### src/rtl/fixed_point_requantizer.sv
// Two-stage valid/ready requantizer: signed Q(DATA_IN) -> Q(DATA_OUT) with selectable rounding and saturation.
// Optional saturation event counter enabled by defining REQUANT_SAT_COUNT_EN.
module fixed_point_requantizer #(
  parameter int DATA_IN_WIDTH  = 8,
  parameter int FRAC_IN_WIDTH  = 6,
  parameter int DATA_OUT_WIDTH = 4,
  parameter int FRAC_OUT_WIDTH = 2,
  parameter int SAT_CNT_WIDTH  = 16
) (
  input  logic                      i_clk,
  input  logic                      i_rst,
  input  logic [DATA_IN_WIDTH-1:0]  i_data_in,
  input  logic [1:0]                i_mode,
  input  logic                      i_valid,
  output logic                      o_ready,
  output logic [DATA_OUT_WIDTH-1:0] o_data_out,
  output logic                      o_sat,
  output logic                      o_valid,
`ifdef REQUANT_SAT_COUNT_EN
  input  logic                      i_sat_clr,
  output logic [SAT_CNT_WIDTH-1:0]  o_sat_count,
`endif
  input  logic                      i_ready
);

  localparam int SH = FRAC_IN_WIDTH - FRAC_OUT_WIDTH;
  localparam int KW = DATA_IN_WIDTH - SH;
  localparam int VW = KW + 1;
  localparam int WW = ((VW > DATA_OUT_WIDTH) ? VW : DATA_OUT_WIDTH) + 1;

  localparam logic [1:0] MODE_HALF_UP   = 2'b01;
  localparam logic [1:0] MODE_HALF_EVEN = 2'b10;
  localparam logic [1:0] MODE_SIGN      = 2'b11;

  localparam logic signed [VW-1:0] POS_ONE = VW'(1 << FRAC_OUT_WIDTH);
  localparam logic signed [VW-1:0] NEG_ONE = -POS_ONE;
  localparam logic signed [WW-1:0] SAT_MAX = WW'((1 << (DATA_OUT_WIDTH - 1)) - 1);
  localparam logic signed [WW-1:0] SAT_MIN = ~SAT_MAX;

  // Parameter sanity: an out-of-range configuration elaborates this empty marker block.
  if (FRAC_IN_WIDTH < FRAC_OUT_WIDTH || DATA_OUT_WIDTH - FRAC_OUT_WIDTH < 2 || SAT_CNT_WIDTH < 1)
  begin : g_illegal_params
  end

  // ---------------- Stage 1: rounding ----------------
  logic signed [KW-1:0] k;
  logic                 round_up;
  logic signed [VW-1:0] s1_v_d;
  logic signed [VW-1:0] s1_v_q;
  logic                 s1_valid_q;

  // Taking the upper bits is the arithmetic shift right by SH.
  assign k = $signed(i_data_in[DATA_IN_WIDTH-1:SH]);

  if (SH == 0) begin : g_no_round
    assign round_up = 1'b0;
  end else begin : g_round
    localparam logic [SH-1:0] HALF = SH'(1) << (SH - 1);
    logic [SH-1:0] r;
    assign r = i_data_in[SH-1:0];
    always_comb begin
      round_up = 1'b0;
      case (i_mode)
        MODE_HALF_UP:   round_up = (r >= HALF);
        MODE_HALF_EVEN: round_up = (r > HALF) | ((r == HALF) & k[0]);
        default:        round_up = 1'b0;
      endcase
    end
  end

  always_comb begin
    s1_v_d = {k[KW-1], k} + VW'(round_up);
    if (i_mode == MODE_SIGN) begin
      s1_v_d = i_data_in[DATA_IN_WIDTH-1] ? NEG_ONE : POS_ONE;
    end
  end

  // ---------------- Stage 2: saturation ----------------
  logic signed [WW-1:0]      v_ext;
  logic [DATA_OUT_WIDTH-1:0] s2_data_d;
  logic                      s2_sat_d;
  logic [DATA_OUT_WIDTH-1:0] s2_data_q;
  logic                      s2_sat_q;
  logic                      s2_valid_q;
  logic                      s2_load;
  logic                      s1_load;

  assign v_ext = {{(WW - VW){s1_v_q[VW-1]}}, s1_v_q};

  // SIGN values are +/-1.0, always in range, so they never flag saturation.
  always_comb begin
    s2_data_d = v_ext[DATA_OUT_WIDTH-1:0];
    s2_sat_d  = 1'b0;
    if (v_ext > SAT_MAX) begin
      s2_data_d = SAT_MAX[DATA_OUT_WIDTH-1:0];
      s2_sat_d  = 1'b1;
    end else if (v_ext < SAT_MIN) begin
      s2_data_d = SAT_MIN[DATA_OUT_WIDTH-1:0];
      s2_sat_d  = 1'b1;
    end
  end

  // Ready looks through the output register so a full pipe still streams 1 sample/cycle.
  assign s2_load = !s2_valid_q | i_ready;
  assign s1_load = !s1_valid_q | s2_load;
  assign o_ready = s1_load;

  always_ff @(posedge i_clk) begin
    if (i_rst) begin
      s1_valid_q <= 1'b0;
      s1_v_q     <= '0;
      s2_valid_q <= 1'b0;
      s2_data_q  <= '0;
      s2_sat_q   <= 1'b0;
    end else begin
      if (s1_load) begin
        s1_valid_q <= i_valid;
        if (i_valid) begin
          s1_v_q <= s1_v_d;
        end
      end
      if (s2_load) begin
        s2_valid_q <= s1_valid_q;
        if (s1_valid_q) begin
          s2_data_q <= s2_data_d;
          s2_sat_q  <= s2_sat_d;
        end
      end
    end
  end

  assign o_valid    = s2_valid_q;
  assign o_data_out = s2_data_q;
  assign o_sat      = s2_sat_q;

`ifdef REQUANT_SAT_COUNT_EN
  logic [SAT_CNT_WIDTH-1:0] sat_count_q;
  logic [SAT_CNT_WIDTH-1:0] sat_count_d;

  always_comb begin
    sat_count_d = sat_count_q;
    if (i_sat_clr) begin
      sat_count_d = '0;
    end else if (s2_valid_q & i_ready & s2_sat_q & ~(&sat_count_q)) begin
      sat_count_d = sat_count_q + 1'b1;
    end
  end

  always_ff @(posedge i_clk) begin
    if (i_rst) begin
      sat_count_q <= '0;
    end else begin
      sat_count_q <= sat_count_d;
    end
  end

  assign o_sat_count = sat_count_q;
`endif

endmodule

### config.mk
export PLATFORM = sky130hd
export DESIGN_NAME = fixed_point_requantizer
export DESIGN_NICKNAME = d
export VERILOG_FILES = /design/src/rtl/fixed_point_requantizer.sv
export SDC_FILE = /design/constraint.sdc
export NUM_CORES = 1
export LEC_CHECK = 0
export BUFFER_PORTS_ARGS = -buffer_cell sky130_fd_sc_hd__buf_2
export CAP_MARGIN = 20
export CORE_AREA = 2 2 39 41
export DETAILED_ROUTE_END_ITERATION = 7
export DIE_AREA = 0 0 41 43
export GPL_ROUTABILITY_DRIVEN = 0
export GPL_TIMING_DRIVEN = 0
export PLACE_DENSITY = 0.73
export REMOVE_ABC_BUFFERS = 1
export SETUP_SLACK_MARGIN = 0.02
export SLEW_MARGIN = 15
export SYNTH_ARGS = -nofsm -noshare
export SYNTH_HDL_FRONTEND = slang
export SYNTH_SLANG_ARGS = --single-unit
### constraint.sdc
create_clock -name i_clk -period 4 [get_ports i_clk]
set_input_delay 0.2 -clock i_clk [delete_from_list [all_inputs] [get_ports i_clk]]
set_output_delay 0.2 -clock i_clk [all_outputs]
set_load 0.05 [all_outputs]
; After elaboration in Yosys (flattened, before gate mapping)
; Index checks and enable logic that the tools add are counted.
[totals]
ff_bits = 12
inputBits = 14
out_inout_bits = 7
wordCells = 29
[op_classes]
addsub = 1
magnitude_cmp = 4
n_eq_ne = 4
n_mux = 7
bitwise_logic = 4
n_reduce_logical = 4
[op_table]
columns = op, n
row1 = $mux W5, 2
row2 = $mux W4, 2
row3 = $add A4 B2 Y5, 1
row4 = $gt A5 B4 Y1 const B, 1
row5 = $lt A5 B4 Y1 const B, 1
row6 = $eq A2 B2 Y1 const B, 2
row7 = $eq A4 B4 Y1 const B, 1
row8 = $ge A4 B4 Y1 const B, 1
row9 = $gt A4 B4 Y1 const B, 1
row10 = $reduce_and A2 Y1, 2
row11 = $or A1 B1 Y1, 3
row12 = $eq A2 B1 Y1 const B, 1
row13 = $logic_not A1 Y1, 2
row14 = $mux W1, 2
row15 = $pmux W1 S2, 1
row16 = $and A1 B1 Y1, 1

; Logic depth before layout (Yosys ltp)
; Gate-level depths: netlist of run 1.
[logic_depth]
ltp_word = 6
ltp_mapped = 9
ltp_nobuf = 9

; Worst setup path before layout of run 1
; OpenSTA, ideal clock, no wires.
[synth_timing]
path_kind = input to register
start = input port i_data_in[1]
end = register s1_v_q[2]
setup_time_ps = 132
arrival_ps = 1630
t_required_ps = 3868
path_slack_ps = 2238
stages = 8
n_path_buf = 0
cell_sequence = or4_1 -> a21oi_1 -> nor3b_1 -> ha_1 -> ha_1 -> xor2_1 -> nor4_1 -> nor3_1
[synth_via]
elab_chain_len = 6
word_cells_on_any_way = 8
cone_classes = 1 x add/sub / 2 x order compare / 1 x eq/ne / 2 x mux / 2 x bitwise
[synth_lines]
columns = element, line
row1 = from (decl), 12  ; input logic [DATA_IN_WIDTH-1:0] i_data_in,
row2 = "parallel branches: the longest is 3 deep, another holds $gt A4 B4 Y1", n/a
row3 = $pmux W1 S2 (*), 63  ; case (i_mode)
row4 = $add A4 B2 Y5 (*), 72  ; s1_v_d = {k[KW-1], k} + VW'(round_up);
row5 = $mux W5 (*), 73  ; if (i_mode == MODE_SIGN) begin
row6 = to (signal assigned), 119  ; s1_v_q <= s1_v_d;
row7 = to (decl), 49  ; logic signed [VW-1:0] s1_v_q;
; Mark *: on every way between the ends.
; A chain may end at the register's enable or synchronous reset.

; Worst setup path after layout of run 1
; Ends and elaborated chain as after synthesis.

==> results.json, run 1 <==
{
  "grt_overflow": 0,
  "worstHoldPathCells": 3,
  "ys_seq_area_share_pct": 38.10,
  "num_antenna_cells": 0,
  "ir_worst_vdd_mv": 0.1250,
  "rsz0062_at_grt": "false",
  "grt_usage_pct": 14.95,
  "drive_gt1_share_pct": 30.00,
  "holdCritPathClass": "in -> reg",
  "syn_area_um2": 630.6,
  "end_kind": "flop",
  "cts_tree": "built",
  "grt_pass1_vias": 443,
  "grt_pass1_wl_mm": 1.752,
  "start_util_pct": 45.57,
  "nets": 111,
  "setup_slack_ps": 2300,
  "die_w_um": 41,
  "hold_violations": 0,
  "setup_viol": 0,
  "hold_path_end": "s1_v_q[4]",
  "clock-sinks": 12,
  "r2r_cells": 4,
  "status": "finished, final reports clean",
  "clock_skew_ps": 1.557,
  "cts_max_level": 1,
  "place_inst": 103,
  "cp_cell_sequence": "buf_2 -> or4_1 -> a21oi_1 -> nor3b_1 -> ha_1 -> ha_1 -> xor2_1 -> nor4_1 -> nor3_1",
  "cts_root_buffer": "clkbuf_4",
  "portBuffers": 20,
  "clk_latency_ps": 260,
  "antenna_found_initial": 0,
  "core_um2": 1384,
  "powerDensity_nw_per_um2": 336.4,
  "rr_endpoint": "s1_v_q[3]",
  "clockBufferDepth": 2,
  "p_leak_nw": 0.3240,
  "arrival_ps": 1850,
  "wl_per_cell_um": 10.91,
  "die_area_um2": 1763,
  "drtIter0Drc": 2,
  "ctsHoldBuffers": 0,
  "place.detailed.hpwl_um": 877.5,
  "cp-start-kind": "input pin",
  "ios": 21,
  "post_cts_buffers": 0,
  "r2r_start": "s1_valid_q",
  "critPathBufInv": 1,
  "crit_fanout": 2,
  "cp_common_cell": "ha_1",
  "maxSlewViolCount": 0,
  "clk_pin_slew_ps": 60,
  "worst_slew_pin_slew_ps": 303.2,
  "max_stage_delay_ps": 510,
  "cts-resized-gates": 0,
  "yosysUniqueCellTypes": 28,
  "ys_ff_latch": 12,
  "rows": 14,
  "synth_cells": 69,
  "slew_headroom_pct": 79.76,
  "routed_wl_mm": 1.156,
  "crit_start": "i_data_in[1]",
  "drc": 0,
  "via_per_inst": 5.302,
  "crit_family": "simple AND/OR/NAND/NOR gates",
  "via_count": 562,
  "ys_warn_count": 0,
  "ant_nets": 0,
  "fin_setup_tns_ps": 0,
  "maxCapViolations": 0,
  "avgSynthCellArea_um2": 9.139,
  "hp-start": "i_data_in[7]",
  "fmax_mhz": 588.4,
  "die_h_um": 43,
  "reg2reg_setup_slack_ps": 2880,
  "cts_inserted_buffers": 3,
  "layout_worst_path_cycle_share_pct": 42.49,
  "min_period_ps": 1700,
  "areaGrowthSynthToFinish_pct": 21.23,
  "pre_cts_slack_ps": 2006,
  "dr.pass1.iters": 5,
  "layout.cells.non_filler": 106,
  "cp.required_ps": 4150,
  "grt_max_degree": 13,
  "critPathKind": "in -> reg",
  "cpMaxStageDelayCell": "or4_1"
}
==> layer usage <==
metal | part of all wire [%] | global-route usage (%) | up-vias | wire, µm
met2 | 42 | 20.94 | 26 | 486
li1 | - | - | 299 | -
met3 | 7.7 | 3.141 | 4 | 89
met4 | 2.3 | 12.00 | 0 | 27
met5 | 0 | 0 | - | 0
met1 | 48 | 18.69 | 233 | 552
==> kinds of logic (layout without fill, tap and decap cells) <==
kind of cell / after synthesis / in the layout / synth area share [%]
AO/OA/AOI/OAI: 25 / 25 / 25.40
adder cells (fa/ha/maj): 5 / 5 / 9.921
XOR/XNOR: 3 / 3 / 4.167
AND/OR/NAND/NOR: 17 / 17 / 17.66
buffers and inverters: 7 / 28 / 4.761
flip-flops: 12 / 12 / 38.10
==> synth_stat cells <==
| cell | count | area share [%] |
|---|---|---|
| clkbuf_1 | 1 | 0.59 |
| a311oi_2 | 1 | 2.4 |
| nor2_1 | 1 | 0.59 |
| nor3_1 | 1 | 0.79 |
| nor4_1 | 1 | 0.99 |
| xnor2_1 | 1 | 1.4 |
| nand4_1 | 1 | 0.99 |
| buf_2 | 1 | 0.79 |
| or4_1 | 1 | 1.2 |
| nand2b_1 | 1 | 0.99 |
| dfxtp_1 | 12 | 38 |
| o21ai_0 | 4 | 3.2 |
| a21oi_1 | 12 | 9.5 |
| a311oi_1 | 3 | 4.2 |
| a21oi_2 | 1 | 1.4 |
| nor3b_1 | 1 | 1.2 |
| inv_4 | 1 | 0.99 |
| inv_1 | 4 | 2.4 |
| o21bai_1 | 3 | 3.6 |
| a211oi_1 | 1 | 1.2 |
| nor2b_1 | 1 | 0.99 |
| nand3_1 | 1 | 0.79 |
| nand4b_1 | 3 | 4.2 |
| and3b_4 | 1 | 2.0 |
| nand3b_1 | 1 | 1.2 |
| nand2_1 | 3 | 1.8 |
| ha_1 | 5 | 9.9 |
| xor2_1 | 2 | 2.8 |
==> how the worst max path moves through the flow <==
stage	slack (ps)	end	cells past startpoint
floorplan	2250	s1_v_q[2]	8
global placement	2040	s1_v_q[2]	9
detailed placement	2010	s1_v_q[2]	9
CTS	2290	s1_v_q[2]	9
global route	2180	s1_v_q[2]	9
finish	2300	s1_v_q[2]	9
==> final cells by class <==
class | instances | area [µm²]
clock buffers | 3 | 22.52
fillers | 130 | 619.3
inverters | 5 | 21.27
multi-input cells | 50 | 360.3
flip-flops and latches | 12 | 240.2
well taps | 16 | 20.02
repair buffers | 20 | 100.1
==> power by group <==
| group | total [W] | leakage [nW] | switching, W | internal (W) |
|---|---|---|---|---|
| combinational | 0.0000525 | 0.211 | 0.0000320 | 0.0000205 |
| clock | 0.0000703 | 0.0138 | 0.0000355 | 0.0000348 |
| sequential | 0.000134 | 0.0989 | 0.00000708 | 0.000127 |
==> worst min-delay path, delay by kind of cell <==
kind / cells / cell delay (ps)
simple gates: 1 / 80
compound gates: 1 / 60
buf+inv: 1 / 110
==> layout by cell type (no fill, tap or decap) <==
master,Yosys,routed
ha_1,5,5
nor3b_1,1,1
buf_2,1,20
a21oi_1,12,12
and3b_4,1,1
nor2_1,1,1
a211oi_1,1,1
nor3_1,1,1
dfxtp_1,12,12
nand3_1,1,1
or4_1,1,1
a21oi_2,1,1
xor2_1,2,2
inv_4,1,1
o21ai_0,4,4
nand3b_1,1,1
a311oi_1,3,3
clkbuf_4,0,3
nor2b_1,1,1
o21bai_1,3,3
nor4_1,1,1
a311oi_2,1,1
nand2_1,3,3
nand2b_1,1,1
nand4_1,1,1
inv_1,4,4
nand4b_1,3,3
xnor2_1,1,1
==> through the flow <==
stage                     hold slack (ps)  power [W]  util, %  cell area (µm²)
after floorplan                     267.9  0.0001713        -            621.8
after global placement              467.2  0.0001886    53.62            742.0
after detailed placement            469.9  0.0001898    53.62            742.0
after CTS                           224.2  0.0002605    55.24            764.5
after global routing                232.8  0.0002748    55.24            764.5
final                               231.8  0.0002572    55.24            764.5
==> registers in the layout, indices dropped and copies added (netlist names) <==
| register | flops |
|---|---|
| o_data_out | 4 |
| o_sat | 1 |
| o_valid | 1 |
| s1_v_q | 5 |
| s1_valid_q | 1 |
(Power assumes the default switching activity.)
==> run 2, diff against run 1 <==
--- a/config.mk
+++ b/config.mk
@@ -5,14 +5,15 @@
 export SDC_FILE = /design/constraint.sdc
 export NUM_CORES = 1
 export LEC_CHECK = 0
+export ABC_AREA = 1
 export BUFFER_PORTS_ARGS = -buffer_cell sky130_fd_sc_hd__buf_2
 export CAP_MARGIN = 20
-export CORE_AREA = 2 2 39 41
+export CORE_MARGIN = 2
+export CORE_UTILIZATION = 47
 export DETAILED_ROUTE_END_ITERATION = 7
-export DIE_AREA = 0 0 41 43
 export GPL_ROUTABILITY_DRIVEN = 0
 export GPL_TIMING_DRIVEN = 0
-export PLACE_DENSITY = 0.73
+export PLACE_DENSITY = 0.72
 export REMOVE_ABC_BUFFERS = 1
 export SETUP_SLACK_MARGIN = 0.02
 export SLEW_MARGIN = 15
==> constraint.sdc (replaced) <==
create_clock -name i_clk -period 1.65 [get_ports i_clk]
set_input_delay 0.0825 -clock i_clk [delete_from_list [all_inputs] [get_ports i_clk]]
set_output_delay 0.0825 -clock i_clk [all_outputs]
set_load 0.05 [all_outputs]
==> run 2 against run 1 <==
  * Sequential share of layout area fell by 0.85 points
  * Clock skew is 4.7 ps higher
  * Design area increased by 2.8%
  * Clock power grew 150%
  * Cell count increased by 25%
  * Worst setup slack worse by 1800 ps
  * Power grew 150%
  * Via count increased by 12%
  * Synthesized cell count grew 38%
  * Register-to-register slack lost 2200 ps
  * Sequential power is 140% higher
==> results.json, run 2 <==
{
  "worst_slew_pin_slew_ps": 263.5,
  "rsz0062_at_grt": "false",
  "grt_pass1_vias": 493,
  "end_kind": "flop",
  "min_period_ps": 1141,
  "largest_reg_flops": 5,
  "ir_worst_vdd_mv": 0.4471,
  "critPathKind": "in -> reg",
  "routed_wl_mm": 1.187,
  "grt_pass1_wl_mm": 1.842,
  "cp.required_ps": 1820,
  "ys_seq_area_share_pct": 37.28,
  "drc": 0,
  "synth_top_area_share_pct": 37.28,
  "cpMaxStageDelayCell": "ha_1",
  "synth_top_cell_by_area": "dfxtp_1",
  "cts_inserted_buffers": 3,
  "die_w_um": 41.03,
  "rows": 13,
  "syn_area_um2": 644.4,
  "die_h_um": 41.03,
  "portBuffers": 20,
  "antenna_found_initial": 0,
  "yosysUniqueCellTypes": 17,
  "setup_viol": 0,
  "ys_ff_latch": 12,
  "areaGrowthSynthToFinish_pct": 21.94,
  "p_seq_share_pct": 50.1,
  "cp_common_cell": "nand2_1",
  "cts_root_buffer": "clkbuf_4",
  "ios": 21,
  "grt_usage_pct": 17.51,
  "utilization_pct": 61.15,
  "wl_per_cell_um": 8.925,
  "yosys.cell_count.top_type": "nand2_1",
  "p_leak_nw": 0.4434,
  "setup_slack_ps": 509.5,
  "synth-edff-count": 0,
  "arrival_ps": 1310,
  "final_cell_mix": "32 x nand2_1, 20 x buf_2, 14 x inv_1",
  "clock_skew_ps": 6.247,
  "nets": 139,
  "layout_worst_path_cycle_share_pct": 69.12,
  "cp_cell_sequence": "buf_2 -> inv_1 -> ha_1 -> inv_1 -> nand2_1 -> nor2_1 -> ha_1 -> ha_1 -> nand2_1 -> nand2_1 -> nand2_1 -> nor2_1",
  "yosys-top-cells-count": "32 x nand2_1, 14 x inv_1, 12 x dfxtp_1",
  "start_util_pct": 50.15,
  "ys_warn_count": 0,
  "swShare_pct": 30.47,
  "p_sw_w": 0.0001933,
  "p_int_w": 0.0004412,
  "cp-start-kind": "input pin",
  "fin_area_um2": 785.8,
  "dr.pass1.iters": 3,
  "async_flop_share_pct": 0,
  "clock_power_share_pct": 27.6,
  "drive_gt1_share_pct": 25.42,
  "clk_latency_ps": 270,
  "num_antenna_cells": 0,
  "ctsHoldBuffers": 0,
  "avgSynthCellArea_um2": 6.783,
  "die_area_um2": 1683,
  "cts_max_level": 1,
  "pre_cts_slack_ps": 209.2,
  "core_um2": 1285,
  "maxSlewViolCount": 0,
  "cts-resized-gates": 0,
  "comb_power_share_pct": 22.3,
  "grt_overflow": 0,
  "crit_fanout": 3,
  "fmax_mhz": 876.8,
  "synth_cells": 95,
  "clk_pin_slew_ps": 70,
  "ant_nets": 0,
  "post_cts_buffers": 0,
  "cts_tree": "built",
  "holdCritPathClass": "in -> reg",
  "dpl-instance-area_um2": 763.2,
  "max_stage_delay_ps": 270,
  "via_count": 628,
  "hold_violations": 0,
  "drtIter0Drc": 12,
  "layout.cells.non_filler": 133,
  "maxCapViolations": 0,
  "top_register": "s1_v_q",
  "powerDensity_nw_per_um2": 807.6,
  "slew_headroom_pct": 82.37,
  "clockBufferDepth": 2,
  "place_inst": 130,
  "synthFlopType": "dfxtp_1",
  "synthTopCellsByArea": "dfxtp_1 37%, nand2_1 19%, ha_1 9.7%",
  "place.detailed.hpwl_um": 946.2,
  "status": "finished, final reports clean",
  "mostFrequentLayoutCell": "nand2_1",
  "via_per_inst": 4.722,
  "clock-sinks": 12,
  "grt_max_degree": 9,
  "fin_setup_tns_ps": 0
}
==> run 2: per-stage QoR <==
stage | hold WS [ps] | power (W)
global route | 57.87 | 0.0006709
global placement | 339.6 | 0.0004626
detailed placement | 339.8 | 0.0004663
CTS | 49.61 | 0.0006410
finish | 52.70 | 0.0006346
floorplan | 149.4 | 0.0004240
==> run 2: cells by family after synthesis <==
family	count (synthesis)	share of synthesized area [%]
and+or+nand+nor	50	33.98
AOI/OAI and AO/OA	12	9.319
adders and majority gates	5	9.709
DFF	12	37.28
buffers and inverters	16	9.709
==> run 2: power groups by stage <==
| stage | sequential (W) | combinational, W | clock (W) |
|---|---|---|---|
| 2_1_floorplan | 0.000353 | 0.0000710 | 0 |
| 3_3_place_gp | 0.000324 | 0.000138 | 0 |
| 3_5_place_dp | 0.000325 | 0.000142 | 0 |
| 4_1_cts | 0.000318 | 0.000143 | 0.000179 |
| 5_1_grt | 0.000320 | 0.000161 | 0.000190 |
| 6_report | 0.000318 | 0.000141 | 0.000175 |
==> run 2: path summary, 6_finish.rpt <==
path / slack, ps / endpoint / start / depth (start not counted)
max: 510 / s1_v_q[1] / i_mode[0] / 12
min: 50 / s1_v_q[4] / i_rst / 2
max reg2reg: 670 / o_sat / o_valid / 5
min reg2reg: 460 / o_data_out[1] / o_data_out[1] / 2
==> run 2: critical path, delay by kind of cell <==
kind	cells	cell delay, ps
and+or+nand+nor	6	350
buffers and inverters	3	200
adders and majority gates	3	670
==> run 2: routing by layer <==
| metal | global-route usage (%) | routed length (µm) | up-vias | share of wire [%] |
|---|---|---|---|---|
| met1 | 18.94 | 504 | 274 | 42 |
| met5 | 0 | 0 | - | 0 |
| met3 | 8.152 | 58 | 5 | 4.9 |
| met2 | 30.08 | 601 | 11 | 51 |
| met4 | 5.000 | 21 | 0 | 1.8 |
| li1 | - | - | 338 | - |
==> run 2: cell type report <==
| cell class | count | area (µm²) |
|---|---|---|
| fill | 129 | 499.2 |
| multi-input combinational | 67 | 341.6 |
| sequential | 12 | 240.2 |
| timing repair buffer | 20 | 100.1 |
| inverter | 16 | 62.56 |
| clock buffer | 3 | 22.52 |
| tap | 15 | 18.77 |
